File: src/rtl/mem_arb_pkg.sv
// rtl/mem_arb_pkg.sv - shared types and constants for the two-port memory arbiter
package mem_arb_pkg;

    typedef enum logic [1:0] {
        IDLE  = 2'd0,
        ISSUE = 2'd1,
        RWAIT = 2'd2,
        RESP  = 2'd3
    } arb_state_t;

    localparam logic       PORT_CPU = 1'b0;
    localparam logic       PORT_DMA = 1'b1;
    localparam logic [3:0] WE_ALL   = 4'b1111;

endpackage

File: src/rtl/mem_arb_rr.sv
// rtl/mem_arb_rr.sv - two-way round-robin grant, one-hot output
module mem_arb_rr
    import mem_arb_pkg::*;
(
    input  logic       i_valid0,
    input  logic       i_valid1,
    input  logic       i_last_grant,
    output logic [1:0] o_grant
);

    // Under contention the port that did not win last time goes first.
    always_comb begin
        o_grant = 2'b00;
        if (i_valid0 && i_valid1) begin
            o_grant = (i_last_grant == PORT_CPU) ? 2'b10 : 2'b01;
        end else if (i_valid0) begin
            o_grant = 2'b01;
        end else if (i_valid1) begin
            o_grant = 2'b10;
        end
    end

endmodule

File: src/rtl/mem_arbiter.sv
// rtl/mem_arbiter.sv - CPU/DMA arbiter in front of a single-port synchronous memory
module mem_arbiter
    import mem_arb_pkg::*;
#(
    parameter int DATA_WIDTH = 8,
    parameter int ADDR_WIDTH = 12
) (
    input  logic                  clk,
    input  logic                  resetn,
    input  logic                  p0_valid,
    output logic                  p0_ready,
    input  logic                  p0_we,
    input  logic [ADDR_WIDTH-1:0] p0_addr,
    input  logic [DATA_WIDTH-1:0] p0_wdata,
    output logic                  p0_rvalid,
    output logic [DATA_WIDTH-1:0] p0_rdata,
    input  logic                  p1_valid,
    output logic                  p1_ready,
    input  logic                  p1_we,
    input  logic [ADDR_WIDTH-1:0] p1_addr,
    input  logic [DATA_WIDTH-1:0] p1_wdata,
    output logic                  p1_rvalid,
    output logic [DATA_WIDTH-1:0] p1_rdata,
    output logic                  mem_rd_enable,
    output logic [3:0]            mem_wr_enable,
    output logic [ADDR_WIDTH-1:0] mem_addr,
    output logic [DATA_WIDTH-1:0] mem_wr_data,
    input  logic [DATA_WIDTH-1:0] mem_rd_data
);

    arb_state_t            r_state;
    arb_state_t            w_next_state;
    logic                  r_last_grant;
    logic                  r_port;
    logic                  r_we;
    logic [ADDR_WIDTH-1:0] r_addr;
    logic [DATA_WIDTH-1:0] r_wdata;
    logic [DATA_WIDTH-1:0] r_rdata0;
    logic [DATA_WIDTH-1:0] r_rdata1;
    logic [1:0]            w_grant;
    logic                  w_hs;
    logic                  w_hs_port;

    mem_arb_rr u_rr (
        .i_valid0     (p0_valid),
        .i_valid1     (p1_valid),
        .i_last_grant (r_last_grant),
        .o_grant      (w_grant)
    );

    // resetn gates ready so nothing looks accepted while reset is held low.
    assign p0_ready  = resetn && (r_state == IDLE) && w_grant[0];
    assign p1_ready  = resetn && (r_state == IDLE) && w_grant[1];
    assign w_hs      = (p0_valid && p0_ready) || (p1_valid && p1_ready);
    assign w_hs_port = p1_ready ? PORT_DMA : PORT_CPU;

    assign mem_addr    = r_addr;
    assign mem_wr_data = r_wdata;
    assign p0_rdata    = r_rdata0;
    assign p1_rdata    = r_rdata1;

    always_comb begin
        w_next_state  = r_state;
        mem_rd_enable = 1'b0;
        mem_wr_enable = 4'b0000;
        p0_rvalid     = 1'b0;
        p1_rvalid     = 1'b0;
        case (r_state)
            IDLE: begin
                if (w_hs) w_next_state = ISSUE;
            end
            ISSUE: begin
                if (r_we) begin
                    mem_wr_enable = WE_ALL;
                    w_next_state  = IDLE;
                end else begin
                    mem_rd_enable = 1'b1;
                    w_next_state  = RWAIT;
                end
            end
            RWAIT: w_next_state = RESP;
            RESP: begin
                p0_rvalid    = (r_port == PORT_CPU);
                p1_rvalid    = (r_port == PORT_DMA);
                w_next_state = IDLE;
            end
            default: w_next_state = IDLE;
        endcase
    end

    always_ff @(posedge clk or negedge resetn) begin
        if (!resetn) begin
            r_state      <= IDLE;
            r_last_grant <= PORT_DMA;
            r_port       <= PORT_CPU;
            r_we         <= 1'b0;
            r_addr       <= '0;
            r_wdata      <= '0;
            r_rdata0     <= '0;
            r_rdata1     <= '0;
        end else begin
            r_state <= w_next_state;
            if (w_hs) begin
                r_last_grant <= w_hs_port;
                r_port       <= w_hs_port;
                r_we         <= w_hs_port ? p1_we    : p0_we;
                r_addr       <= w_hs_port ? p1_addr  : p0_addr;
                r_wdata      <= w_hs_port ? p1_wdata : p0_wdata;
            end
            // Memory returns data one cycle after the strobe, i.e. during RWAIT.
            if (r_state == RWAIT) begin
                if (r_port == PORT_CPU) r_rdata0 <= mem_rd_data;
                else                    r_rdata1 <= mem_rd_data;
            end
        end
    end

endmodule

File: config.mk
export PLATFORM = sky130hd
export DESIGN_NAME = mem_arbiter
export DESIGN_NICKNAME = d
export VERILOG_FILES = /design/src/rtl/mem_arb_pkg.sv /design/src/rtl/mem_arb_rr.sv /design/src/rtl/mem_arbiter.sv
export SDC_FILE = /design/constraint.sdc
export NUM_CORES = 1
export LEC_CHECK = 0
export CORE_ASPECT_RATIO = 1.5
export CORE_UTILIZATION = 43
export DETAILED_ROUTE_END_ITERATION = 7
export GPL_ROUTABILITY_DRIVEN = 0
export PLACE_DENSITY = 0.92
export SYNTH_ARGS = -nofsm -noshare
export SYNTH_HDL_FRONTEND = slang
export SYNTH_HIERARCHICAL = 1
export SYNTH_SLANG_ARGS = --single-unit
File: constraint.sdc
create_clock -name clk -period 2.6 [get_ports clk]
set_input_delay 0.52 -clock clk [delete_from_list [all_inputs] [get_ports clk]]
set_output_delay 0.52 -clock clk [all_outputs]
set_load 0.1 [all_outputs]
==> out/results.tsv <==
stage	metric	value	unit
outcome	outcome	finished with violations	
outcome	violations	DRC	
final_layout	nets	287	
sta	rsz0062_at_grt	false	
clock_tree	cts_setup_buffers	0	
sta	fin_worst_skew	5.73	ps
logic_synthesis	muxShareOfSynthArea	9.31	%
detailed_routing	route.detailed.drc	12	
logic_synthesis	synth-warning-count	6	
logic_synthesis	ys_seq_area_share	53.1	%
sta	hold_violations	0	
logic_synthesis	syn-instance-count	138	
global_route	track_usage	20.7	%
sta	slew_viol_final	0	
sta	slew_headroom	61.6	%
die	start_util	45.2	%
logic_synthesis	postSynth.asyncResetShare	100	%
clock_tree	numCtsBuffers	5	
logic_synthesis	synth_xor_xnor_area_share	0	%
detailed_routing	firstDrtPassIters	6	
clock_tree	clk_latency	280	ps
final_layout	drive_gt1_share	35.5	%
sta	timing.setup.tns	0	ps
sta	fmax	421	MHz
clock_tree	tritoncts	done	
worst_setup_path	rr_startpoint	r_last_grant	
global_route	grt_first_pass_wirelength	7690	µm
clock_tree	postCtsHoldBufs	0	
placement	dp_cells	272	
sta	post-route-period-util	91.3	%
logic_synthesis	syn_area	1940	µm²
sta	fin_crit	2370	ps
clock_tree	clock_path_buffers	2	
detailed_routing	wl_per_cell	16.5	µm
worst_setup_path	startpoint_type	input pin	
logic_synthesis	synth_area_per_cell	14.0	µm²
final_layout	nFillCells	352	
logic_synthesis	synth_seq_cells	41	
placement	dp_slack	234	ps
logic_synthesis	syn-num-nets	192	
worst_setup_path	cp.required	2080	ps
run	drv_cap	0	
die	die_area	4780	µm²
global_route	grt_overflow_total	0	
clock_tree	clock_sinks	41	
die	core	4280	µm²
worst_setup_path	r2r_end	mem_wr_data[5]	
worst_setup_path	worst_setup_path_end_kind	output port	
logic_synthesis	synth_top_family_by_area	simple AND/OR/NAND/NOR gates	
logic_synthesis	synth_compound_area_share	15.8	%
global_route	antenna_found_initial	0	
logic_synthesis	synth-simple-area-share	16.0	%
die	die-width	56.8	µm
hold_path	hold_class	input pin to asynchronous set/reset pin	
worst_setup_path	path_max_fanout	3	
placement	dp_hpwl	3460	µm
worst_setup_path	r2r_slack	870	ps
clock_tree	clock-root-buffer	clkbuf_8	
final_layout	finalNonFillerCells	280	
die	io_pins	99	
clock_tree	ctsHtreeMaxLevel	2	
clock_tree	cts_resized	0	
logic_synthesis	ys.flop_type	dfrtp_1	
final_layout	n_antenna_cell	0	
logic_synthesis	synth-edff-count	0	
die	die_h	84.2	µm
die	std_cell_rows	29	
worst_setup_path	path_class	input pin to output port	
sta	setup_violations	0	
detailed_routing	viasPerCell	5.60	
global_route	grt_max_degree	31	
sta	max_slew.worst_pin.slew	574	ps
worst_setup_path	crit_arrival	1850	ps
worst_setup_path	rr_worst_depth	6	
detailed_routing	ant_nets	0	
logic_synthesis	synth_adder_area_share	0	%
placement	port_buffers	98	
clock_tree	clk_pin_slew_worst_paths	70	ps
global_route	grt_pass1_vias	1634	
detailed_routing	dr_total_vias	1568	
sta	final_critical_path_setup_slack	227	ps
detailed_routing	wl	4630	µm
logic_synthesis	synth.distinct_cells	29	
final_layout	area_growth	50.4	%
detailed_routing	drt-initial-drc-count	44	
## metrics by stage
step                instance area [µm²]  util (%)  hold slack [ps]
finish                             2910      68.0              137
global route                       2910      68.0              133
floorplan                          1940         -              224
CTS                                2910      68.0              136
global placement                   2820      65.8              443
detailed placement                 2820      65.8              446
## worst max path at each step
stage | startpoint | end | slack, ps
finish | p1_valid | p1_ready | 230
global route | p1_valid | p1_ready | 160
CTS | p1_valid | p1_ready | 230
detailed placement | p1_valid | p1_ready | 230
global placement | p1_valid | p1_ready | 300
floorplan | flip-flop | mem_wr_enable[1] | 270
## synthesized netlist by cell type (2+ instances only)
cell | number | area, µm²
clkbuf_1 | 4 | 15.0
dfrtp_1 | 40 | 1000
a21bo_1 | 2 | 20.0
mux2_2 | 16 | 180
nand2_1 | 3 | 11.3
buf_2 | 3 | 15.0
buf_4 | 3 | 22.5
and2_1 | 2 | 12.5
nand2b_1 | 2 | 12.5
o221a_1 | 20 | 225
buf_6 | 5 | 56.3
nand4b_1 | 21 | 184
## critical path, stage by stage
cell	delay [ps]
clkdlybuf4s50_1	480
a21boi_0	340
and4bb_4	330
buf_12	180
## cell usage in the layout, fill, tap and decap left out, types with 2 or more instances in the layout
cell / count
o221a_1: 20
buf_12: 2
nand4b_1: 21
nand2_1: 3
nand2b_1: 2
clkdlybuf4s50_1: 52
dfrtp_1: 40
and2_1: 2
buf_4: 48
mux2_2: 16
clkbuf_8: 6
a21bo_1: 2
## kinds of logic after synthesis
kind of cell / count (synthesis)
AO/OA/AOI/OAI: 28
buffers and inverters: 16
flip-flops: 41
multiplexers: 16
AND/OR/NAND/NOR: 37
## registers in the layout (all words and copies together), names as in the netlist, named ones only
register,cells
p0_rdata,8
mem_wr_data,8
p1_rdata,8
r_we,1
r_last_grant,1
r_state,1
mem_addr,12
r_port,1
## area by class of cell
class / count / area, µm² / share of cell area [%]
Clock buffer: 6 / 82.6 / 2.84
Clock inverter: 2 / 13.8 / 0.473
Inverter: 1 / 3.75 / 0.129
Multi-Input combinational cell: 81 / 801 / 27.5
Sequential cell: 41 / 1030 / 35.3
Tap cell: 46 / 57.6 / 1.98
Timing Repair Buffer: 103 / 926 / 31.8
## per-layer routing
metal  vias up  global-route usage [%]  part of all wire (%)
met1       777                    23.7                    37
met3         2                    6.32                   6.3
met5         -                       0                     0
met4         0                    4.66                  0.56
met2        60                    37.6                    56
li1        729                       -                     -
Power is left out: the tool's default activity adds up to more than one toggle a clock period on the data nets, which glitch-free logic cannot reach.
==> RTL edit 1: new RTL, same settings <==
Change the parameter `ADDR_WIDTH` from 12 to 14.
--- a/src/rtl/mem_arbiter.sv
+++ b/src/rtl/mem_arbiter.sv
@@ -4,5 +4,5 @@
 #(
     parameter int DATA_WIDTH = 8,
-    parameter int ADDR_WIDTH = 12
+    parameter int ADDR_WIDTH = 14
 ) (
     input  logic                  clk,
Ports: changed (resized mem_addr, p0_addr and p1_addr); port bits go from 99 to 105. The function was not compared with the original's and may differ.
==> RTL edit 1 against the original RTL <==
- cell count is 5.0% higher
- worst setup slack worse by 0.088 ns
- highest routed layer unchanged
- register-to-register slack got worse by 0.33 ns
- final area grew 4.0%
- worst hold slack improved by 0.057 ns
- the run still ends with DRC left
- clock skew up 0.00082 ns
- first-iteration DRC count grew 2.3%
- sequential cell count increased by 2
- non-clock buffer count is 6 higher
- area after synthesis increased by 4.1%
- routed wire length is 5.4% higher
Power is left out: the tool's default activity adds up to more than one toggle a clock period on the data nets, which glitch-free logic cannot reach.
==> RTL edit 1: results <==
group,metric,value,unit
run_status,status,"complete, but fails checks",
run_status,violations,"DRC",
routing,vias,1641,
logic_synthesis,synth_common_cells,"dfrtp_1 (42), nand4b_1 (23), o221a_1 (23), mux2_2 (14)",
critical_path,reg2reg_depth,3,
logic_synthesis,synth_compound_area_share,15.9,%
routing,wl_met3,295,µm
finish,drive_gt1_share,32.1,%
logic_synthesis,yosysSeqAreaShare,53.4,%
place,placed_cell_area,2940,µm²
cts,clock_latency,0.29,ns
critical_path,arrival,1.94,ns
sta,fin_skew,0.00655,ns
routing,wl_met1,1790,µm
routing,firstDrtPassIters,6,
finish,fin_nets,303,
logic_synthesis,yosys.cell_types.count,30,
grt,grtUsageMet3,5.58,%
critical_path,r2r-end,"mem_addr[0]",
logic_synthesis,syn_nets,203,
finish,fillers,329,
sta,maxSlewHeadroom,34.6,%
cts,cts.reportedPaths.clkPinSlew,0.08,ns
finish,largest_reg_flops,14,
grt,grt_pass1_wl,8030,µm
logic_synthesis,synth_fa_ha_area_share,0,%
routing,routed_wl,4880,µm
routing,first_iter_violations,45,
routing,drc,4,
logic_synthesis,synthMuxAreaShare,8.94,%
place,port_buffers,104,
min_path,hp-class,"in -> async",
critical_path,r2r_slack,0.54,ns
critical_path,crit_path_max_fanout,4,
logic_synthesis,synth_area_leaders,"dfrtp_1 (52%), o221a_1 (13%), nand4b_1 (10%), mux2_2 (7.8%), buf_4 (1.5%)",
grt,grt_pass1_vias,1734,
grt,grtUsageMet2,38.7,%
critical_path,cpPeakStageDelay,0.56,ns
routing,topRoutingLayerUsed,"met4",
grt,grt_use_total,21.0,%
grt,grtUsageMet1,22.7,%
grt,grt_max_degree,27,
routing,route.met2.wl,2690,µm
place,hpwlAfterDp,3660,µm
==> RTL edit 1: area by class of cell <==
| class | instances | share of cell area [%] |
|---|---|---|
| clock inverters | 2 | 0.413 |
| well taps | 48 | 1.98 |
| clock buffers | 6 | 2.40 |
| repair buffers | 109 | 32.4 |
| inverters | 1 | 0.124 |
| flip-flops and latches | 43 | 35.6 |
| multi-input cells | 85 | 27.1 |
==> RTL edit 1: metrics by stage <==
| stage | setup slack, ns | instances | utilization (%) | hold slack, ns |
|---|---|---|---|---|
| detailed placement | -0.0529 | 286 | 65.4 | 0.476 |
| CTS | 0.104 | 294 | 67.3 | 0.197 |
| global placement | 0.0906 | 286 | 65.4 | 0.470 |
| global route | 0.0840 | 294 | 67.3 | 0.203 |
| finish | 0.139 | 294 | 67.3 | 0.194 |
| floorplan | 0.156 | 145 | - | 0.224 |
==> RTL edit 1: what timing repair did <==
action,in CTS,in global routing
endpoints found under the setup margin,0,1
gates resized for setup,0,1
setup buffers,0,0
==> RTL edit 2: new RTL, same settings <==
Without the edit above. The 4 states of `arb_state_t` get a one-hot encoding in 4 bits.
--- a/src/rtl/mem_arb_pkg.sv
+++ b/src/rtl/mem_arb_pkg.sv
@@ -2,9 +2,9 @@
 package mem_arb_pkg;
 
-    typedef enum logic [1:0] {
-        IDLE  = 2'd0,
-        ISSUE = 2'd1,
-        RWAIT = 2'd2,
-        RESP  = 2'd3
+    typedef enum logic [3:0] {
+        IDLE  = 4'b0001,
+        ISSUE = 4'b0010,
+        RWAIT = 4'b0100,
+        RESP  = 4'b1000
     } arb_state_t;
 
Behaviour: same outputs for any inputs over 10 cycles, from zero or initial values and one cycle with resetn low; not proved beyond that.
==> RTL edit 2 against the original RTL <==
- sequential share of layout area down 1.9 points
- core utilization up 1.9 points
- worst setup slack worse by 0.012 ns
- worst hold slack worse by 0.081 ns
- area after synthesis up 8.2%
- first-iteration DRC count down 59%
- final area up 11%
- routed wire length down 5.9%
- via count down 5.6%
- sequential cell count up 2
- critical path type is now reg -> out
Power is left out: the tool's default activity adds up to more than one toggle a clock period on the data nets, which glitch-free logic cannot reach.
==> RTL edit 2: results <==
group,metric,value,unit
grt,grtUsageMet1,19.4,%
routing,vias,1480,
place,hpwlAfterDp,3350,µm
routing,firstDrtPassIters,4,
logic_synthesis,synthMuxAreaShare,35.7,%
run_status,status,"complete, no violations",
routing,wl_met3,155,µm
critical_path,r2r_slack,0.72,ns
grt,grt_use_total,18.3,%
critical_path,arrival,1.87,ns
logic_synthesis,synth_area_leaders,"dfrtp_1 (49%), mux2_2 (22%), mux2_4 (14%), dfstp_2 (2.5%), buf_4 (1.4%)",
grt,grt_max_degree,41,
logic_synthesis,synth_common_cells,"dfrtp_1 (41), mux2_2 (41), mux2_4 (19), and2_1 (4), buf_4 (4)",
critical_path,crit_path_max_fanout,6,
grt,grtUsageMet2,32.9,%
routing,first_iter_violations,18,
place,placed_cell_area,3110,µm²
critical_path,r2r-end,"mem_addr[5]",
logic_synthesis,synth_compound_area_share,2.21,%
finish,drive_gt1_share,52.7,%
place,dp.cells,295,
routing,wl_met1,1590,µm
routing,post_drt_wl_per_cell,14.4,µm
grt,grtUsageMet3,3.71,%
routing,routed_wl,4360,µm
sta,worstMarginPinSlew,0.478,ns
==> RTL edit 2: cell count changes in the layout (fill, tap and decap cells not counted), sizes merged, moves of 2 or more <==
cell,before,now
mux2,16,60
nand4b,21,0
o221a,21,0
a21bo,2,0
and2,2,4
inv,1,3
nand2b,2,0
==> RTL edit 2: critical path, cell delays in order, from the launching register on <==
cell,delay (ns)
dfrtp_1,0.46
nor2_1,0.36
and4b_1,0.53
buf_12,0.23
==> RTL edit 2: area by class of cell <==
type | count | area (µm²)
clock inverters | 2 | 35.0
well taps | 64 | 80.1
flip-flops and latches | 43 | 1080
inverters | 3 | 11.3
repair buffers | 102 | 981
clock buffers | 6 | 82.6
multi-input cells | 83 | 958
fillers | 332 | 1390
==> RTL edit 2: through the flow <==
step                      setup slack [ns]  hold WS, ns
final                                0.215       0.0559
after detailed placement             0.207        0.366
after global placement               0.240        0.360
after global routing                 0.160       0.0384
after floorplan                     0.0187        0.224
after CTS                            0.228       0.0447
